### config.mk
export PLATFORM = sky130hd
export DESIGN_NAME = ifu_fd_stage
export DESIGN_NICKNAME = d
export VERILOG_FILES = /design/src/rtl/ifu_fd_stage_pkg.sv /design/src/rtl/ifu_fd_stage.sv
export SDC_FILE = /design/constraint.sdc
export NUM_CORES = 1
export LEC_CHECK = 0
export ABC_CLOCK_PERIOD_IN_PS = 1900
export CAP_MARGIN = 20
export CORE_ASPECT_RATIO = 0.5
export CORE_MARGIN = 5
export CORE_UTILIZATION = 49
export DETAILED_ROUTE_END_ITERATION = 6
export PLACE_DENSITY = 0.83
export REMOVE_ABC_BUFFERS = 1
export SYNTH_ARGS = -nofsm -noshare
export SYNTH_HDL_FRONTEND = slang
export SYNTH_SLANG_ARGS = --single-unit
### constraint.sdc
create_clock -name clk -period 1.9 [get_ports clk]
set_input_delay 0.38 -clock clk [delete_from_list [all_inputs] [get_ports clk]]
set_output_delay 0.38 -clock clk [all_outputs]
set_load 0.005 [all_outputs]
### src/rtl/ifu_fd_stage_pkg.sv
// Shared constants and types for the fetch / F-D pipeline stage.
// Imported by ifu_fd_stage.
package ifu_fd_stage_pkg;

    localparam logic [31:0] IFU_RESET_PC  = 32'h0000_3000;
    localparam logic [31:0] IFU_NOP_INSTR = 32'h0000_0000;

    typedef enum logic {
        IFU_FETCH = 1'b0,
        IFU_HELD  = 1'b1
    } ifu_state_e;

    typedef struct packed {
        logic [31:0] pc;
        logic [31:0] instr;
        logic        valid;
    } fd_reg_t;

endpackage

### src/rtl/ifu_fd_stage.sv
// Fetch stage: owns F_PC, talks to a variable-latency imem over req/ready,
// and holds the F/D pipeline register with a one-entry park buffer.
module ifu_fd_stage
    import ifu_fd_stage_pkg::*;
#(
    parameter logic [31:0] RESET_PC  = IFU_RESET_PC,
    parameter logic [31:0] NOP_INSTR = IFU_NOP_INSTR
) (
    input  logic        clk,
    input  logic        reset,
    input  logic [31:0] npc,
    input  logic        stall_d,
    output logic        imem_req,
    output logic [31:0] imem_addr,
    input  logic        imem_ready,
    input  logic [31:0] imem_rdata,
    output logic [31:0] f_pc,
    output logic [31:0] d_pc,
    output logic [31:0] d_instr,
    output logic        d_valid,
    output logic        fetch_busy
);

    ifu_state_e  state_q, state_d;
    logic [31:0] f_pc_q, f_pc_d;
    logic [31:0] hold_instr_q, hold_instr_d;
    fd_reg_t     fd_q, fd_d;

    logic in_fetch;
    logic fetch_adv;
    logic fetch_park;
    logic held_adv;

    assign in_fetch   = (state_q == IFU_FETCH);
    assign fetch_adv  = in_fetch & imem_ready & ~stall_d;
    assign fetch_park = in_fetch & imem_ready & stall_d;
    assign held_adv   = ~in_fetch & ~stall_d;

    always_comb begin
        state_d      = state_q;
        f_pc_d       = f_pc_q;
        hold_instr_d = hold_instr_q;
        fd_d         = fd_q;
        unique case (1'b1)
            fetch_adv: begin
                fd_d   = '{pc: f_pc_q, instr: imem_rdata, valid: 1'b1};
                f_pc_d = npc;
            end
            fetch_park: begin
                hold_instr_d = imem_rdata;
                state_d      = IFU_HELD;
            end
            held_adv: begin
                fd_d    = '{pc: f_pc_q, instr: hold_instr_q, valid: 1'b1};
                f_pc_d  = npc;
                state_d = IFU_FETCH;
            end
            default: ;
        endcase
    end

    // Reset also drops imem_req, so an in-flight response is abandoned.
    always_ff @(posedge clk) begin
        if (reset) begin
            state_q      <= IFU_FETCH;
            f_pc_q       <= RESET_PC;
            hold_instr_q <= '0;
            fd_q         <= '{pc: 32'h0, instr: NOP_INSTR, valid: 1'b0};
        end else begin
            state_q      <= state_d;
            f_pc_q       <= f_pc_d;
            hold_instr_q <= hold_instr_d;
            fd_q         <= fd_d;
        end
    end

    assign imem_req   = in_fetch & ~reset;
    assign imem_addr  = f_pc_q;
    assign f_pc       = f_pc_q;
    assign d_pc       = fd_q.pc;
    assign d_instr    = fd_q.instr;
    assign d_valid    = fd_q.valid;
    assign fetch_busy = in_fetch & ~imem_ready;

endmodule

# Word level (Yosys, flattened, before mapping)
# Index checks and enable logic that the tools add are counted.
dict set report word_totals {
  regBits 130
  word_cells 21
  inputBits 68
}
dict set report op_classes {
  reduce_logical 3
  n_mux 2
  bitwise 10
}
# op count
set ops {}
lappend ops {{one-hot mux 65 bit (2 select lines)} 1}
lappend ops {{AND 1 bit} 6}
lappend ops {{inverter 1 bit} 4}
lappend ops {{nonzero test 2 bit} 2}
lappend ops {{one-hot mux 1 bit (2 select lines)} 1}
lappend ops {{OR reduction 2 bit} 1}

# Logic depth before layout (Yosys ltp)
dict set report depth {
  ltp_word 4
  depth_mapped 5
}

# Worst setup path before layout
# No wires, ideal clock.
dict set report synth_path {
  path_type {in2out}
  start {input port reset}
  end {output port imem_req}
  arrival_time_ps 940
  slack_ps 580
  n_path_buf 3
  cell_stages 4
  cell_sequence {buf_6 > buf_2 > clkbuf_1 > nor2_1}
}
dict set report synth_between {
  elab_chain_cells 2
}
# item line_no
set synth_lines {}
lappend synth_lines {{start, declared} ifu_fd_stage.sv:10} ;# input logic reset,
lappend synth_lines {{inverter 1 bit} ifu_fd_stage.sv:77} ;# assign imem_req = in_fetch & ~reset;
lappend synth_lines {{AND 1 bit} ifu_fd_stage.sv:77}
lappend synth_lines {{end, declared} ifu_fd_stage.sv:13} ;# output logic imem_req,
# Every way passes these cells.

# Worst setup path after layout
dict set report layout_path {
  start {register state_q}
  end {output port imem_req}
}
dict set report layout_between {
  elab_chain_cells 2
}
# item line_no
set layout_lines {}
lappend layout_lines {{start, declared} ifu_fd_stage.sv:24} ;# ifu_state_e state_q, state_d;
lappend layout_lines {{start signal, assigned} ifu_fd_stage.sv:70} ;# state_q <= state_d;
lappend layout_lines {{inverter 1 bit} ifu_fd_stage.sv:34} ;# assign in_fetch = (state_q == IFU_FETCH);
lappend layout_lines {{AND 1 bit} ifu_fd_stage.sv:77}
# Every way passes these cells.

==> impl_metrics.tcl <==
set metrics [dict create \
    status "complete, no violations" \
    endpoint_kind "primary output" \
    clock-root-buffer "clkbuf_16" \
    p_per_area_mw_per_mm2 881 \
    slew_headroom 0.454 \
    cp_cell_sequence "nor2_1, clkdlybuf4s50_1" \
    fin_nets 795 \
    min_path_cells 3 \
    ys_types 18 \
    cts.sinks 130 \
    final_core_util 0.687 \
    syn_area_mm2 0.00645 \
    r2r_cells 4 \
    criticalPathCategory "reg -> out" \
    fp.coreArea_mm2 0.0128 \
    num_rows 29 \
    start_util 0.505 \
    die_w_um 172 \
    ys_top_cells_by_area "dfxtp_1, mux2i_1, nand2b_1, buf_4, o32ai_2" \
    drtAntennaViolNets 0 \
    rr_endpoint "f_pc[21]" \
    min-delay-start "reset" \
    regToRegSetupSlack_ns 0.28 \
    total_power_mw 7.73 \
    htreeDepth 4 \
    hp-class "in -> reg" \
    rsz0062_at_grt "false" \
    synthCells 605 \
    avgSynthCellArea_um2 10.7 \
    gp_congestion 0.757 \
    clk_latency_ns 0.41 \
    ys_warn_count 0 \
    clk_pin_slew_ns 0.05 \
    die_h_um 91.2 \
    setup_viol 0 \
    grt_pass1_vias 4780 \
    grt_overflow 0 \
    fmax_mhz 542 \
    drt_iter0_markers 242 \
    viasPerCell 4.99 \
    cts_tree "yes" \
    netlist.area_leader.share 0.403 \
    synth-seq-area-share 0.403 \
    worstPathRequired_ns 1.52 \
    yosys-top-cells-count "nand2b_1, dfxtp_1, mux2i_1" \
    cts_inserted_buffers 17 \
    crit_path_max_incr_delay_ns 0.54 \
    worst_pin_slew_ns 0.819 \
    crit_path_start_kind "flip-flop" \
    peakVddDrop_uv 517 \
    grt_max_degree 116 \
    area_growth_pct 35.9 \
    hpwl_um 10500 \
    hold_viol 0 \
    drt-total-wl_um 15300 \
    dieArea_mm2 0.0157 \
    synthFlopType "dfxtp_1" \
    drv_cap 0 \
    ioPinCount 199 \
    drt_first_pass_iters 4 \
    grt_pass1_wl_um 24900 \
    grtUsageTotal 0.195 \
    antenna_found_initial 0 \
    cp_max_fo 4 \
    tns_ns 0 \
    cts_buffer_depth 2 \
    yosysMostFrequentCell "nand2b_1" \
    drcViolationCount 0 \
    synth_edf_count 0 \
    slowest_stage "clkdlybuf4s50_1" \
    final_cells 910 \
    skew_ns 0.00740 \
    timing.final.crit_share 0.971 \
    cts_resized 1 \
    post_cts_buffers 0 \
    dp.cells 878 \
    holdBufCountCts 0 \
    synth_area_leader_cell "dfxtp_1" \
    arrival_ns 1.46 \
    layout_min_cycle_time_ns 1.84 \
    vias 4537 \
    holdPathEnd "state_q" \
    routed_wire_length_per_instance_um 16.8 \
    ys_ff_latch 130 \
    drv_slew 0 \
    port_buffers 198 \
    antenna_cells 0 \
    ys_async_sr_fraction 0 \
    regToRegStartpoint "state_q" \
    p_leak_nw 3.20 \
    drive_gt1_frac 0.116 \
]
## metrics by stage
stage / setup WS [ns] / instance area, µm² / hold WS [ns]
5_1_grt: 0.0240 / 8770 / 0.421
3_3_place_gp: -0.0333 / 8090 / 0.436
2_1_floorplan: -2.66 / 5650 / 0.436
6_report: 0.0554 / 8770 / 0.406
4_1_cts: 0.0355 / 8770 / 0.401
3_5_place_dp: -0.0610 / 8090 / 0.439
## cell families after synthesis
family | Yosys count | synth area share
and+or+nand+nor | 199 | 0.192
DFF | 130 | 0.403
muxes | 128 | 0.198
buffers and inverters | 113 | 0.125
AOI/OAI and AO/OA | 35 | 0.0818
## cell type report
type	instances	area, µm²
tap	170	213
inverter	1	3.75
timing repair buffer	215	2210
sequential	130	2600
clock inverter	13	231
fill	989	4000
multi-input combinational	362	3060
clock buffer	19	453
## power breakdown
part           internal, mW  switching [mW]
registers              2.86          0.0868
clock network          2.53            1.21
logic                 0.632           0.407
total                  6.03            1.71
## how the worst max path moves through the flow
stage / startpoint / end / slack (ns) / cells past startpoint
floorplan: state_q / d_pc[12] / -2.66 / 2
global placement: imem_ready / fetch_busy / -0.03 / 3
detailed placement: imem_ready / fetch_busy / -0.06 / 3
CTS: state_q / imem_req / 0.04 / 2
global route: state_q / imem_req / 0.02 / 2
finish: state_q / imem_req / 0.06 / 2
## flip-flops by register name (all words and copies together) (netlist names)
name          flops
d_valid           1
d_instr          32
d_pc             32
hold_instr_q     32
f_pc             32
state_q           1
## placed cells by master, fill, tap and decap left out
master             n
clkdlybuf4s50_1  196
nand2b_1         190
dfxtp_1          129
mux2i_1          128
o32ai_2           30
clkbuf_16         17
buf_4             10
buf_12             8
bufinv_16          6
nor2_1             5
clkinv_4           3
o32ai_1            2
clkbuf_8           2
clkinv_2           2
clkinvlp_4         2
nor2_4             1
o21ba_4            1
and3b_2            1
o21bai_2           1
or2_2              1
nor3b_1            1
inv_1              1
a21oi_1            1
dlygate4sd2_1      1
dfxtp_2            1
## layer usage
layer	vias to the layer above	track usage	wire, µm
li1	2224	-	-
met1	2195	0.224	6320
met2	90	0.350	8010
met3	28	0.0456	569
met4	0	0.0811	391
met5	-	0	0
## worst max-delay path: cells and delay by family (launching register included)
kind | cells | cell delay [ns]
flops | 1 | 0.35
simple gates | 1 | 0.18
buf+inv | 1 | 0.54
Power figures use the tool's default switching activity.
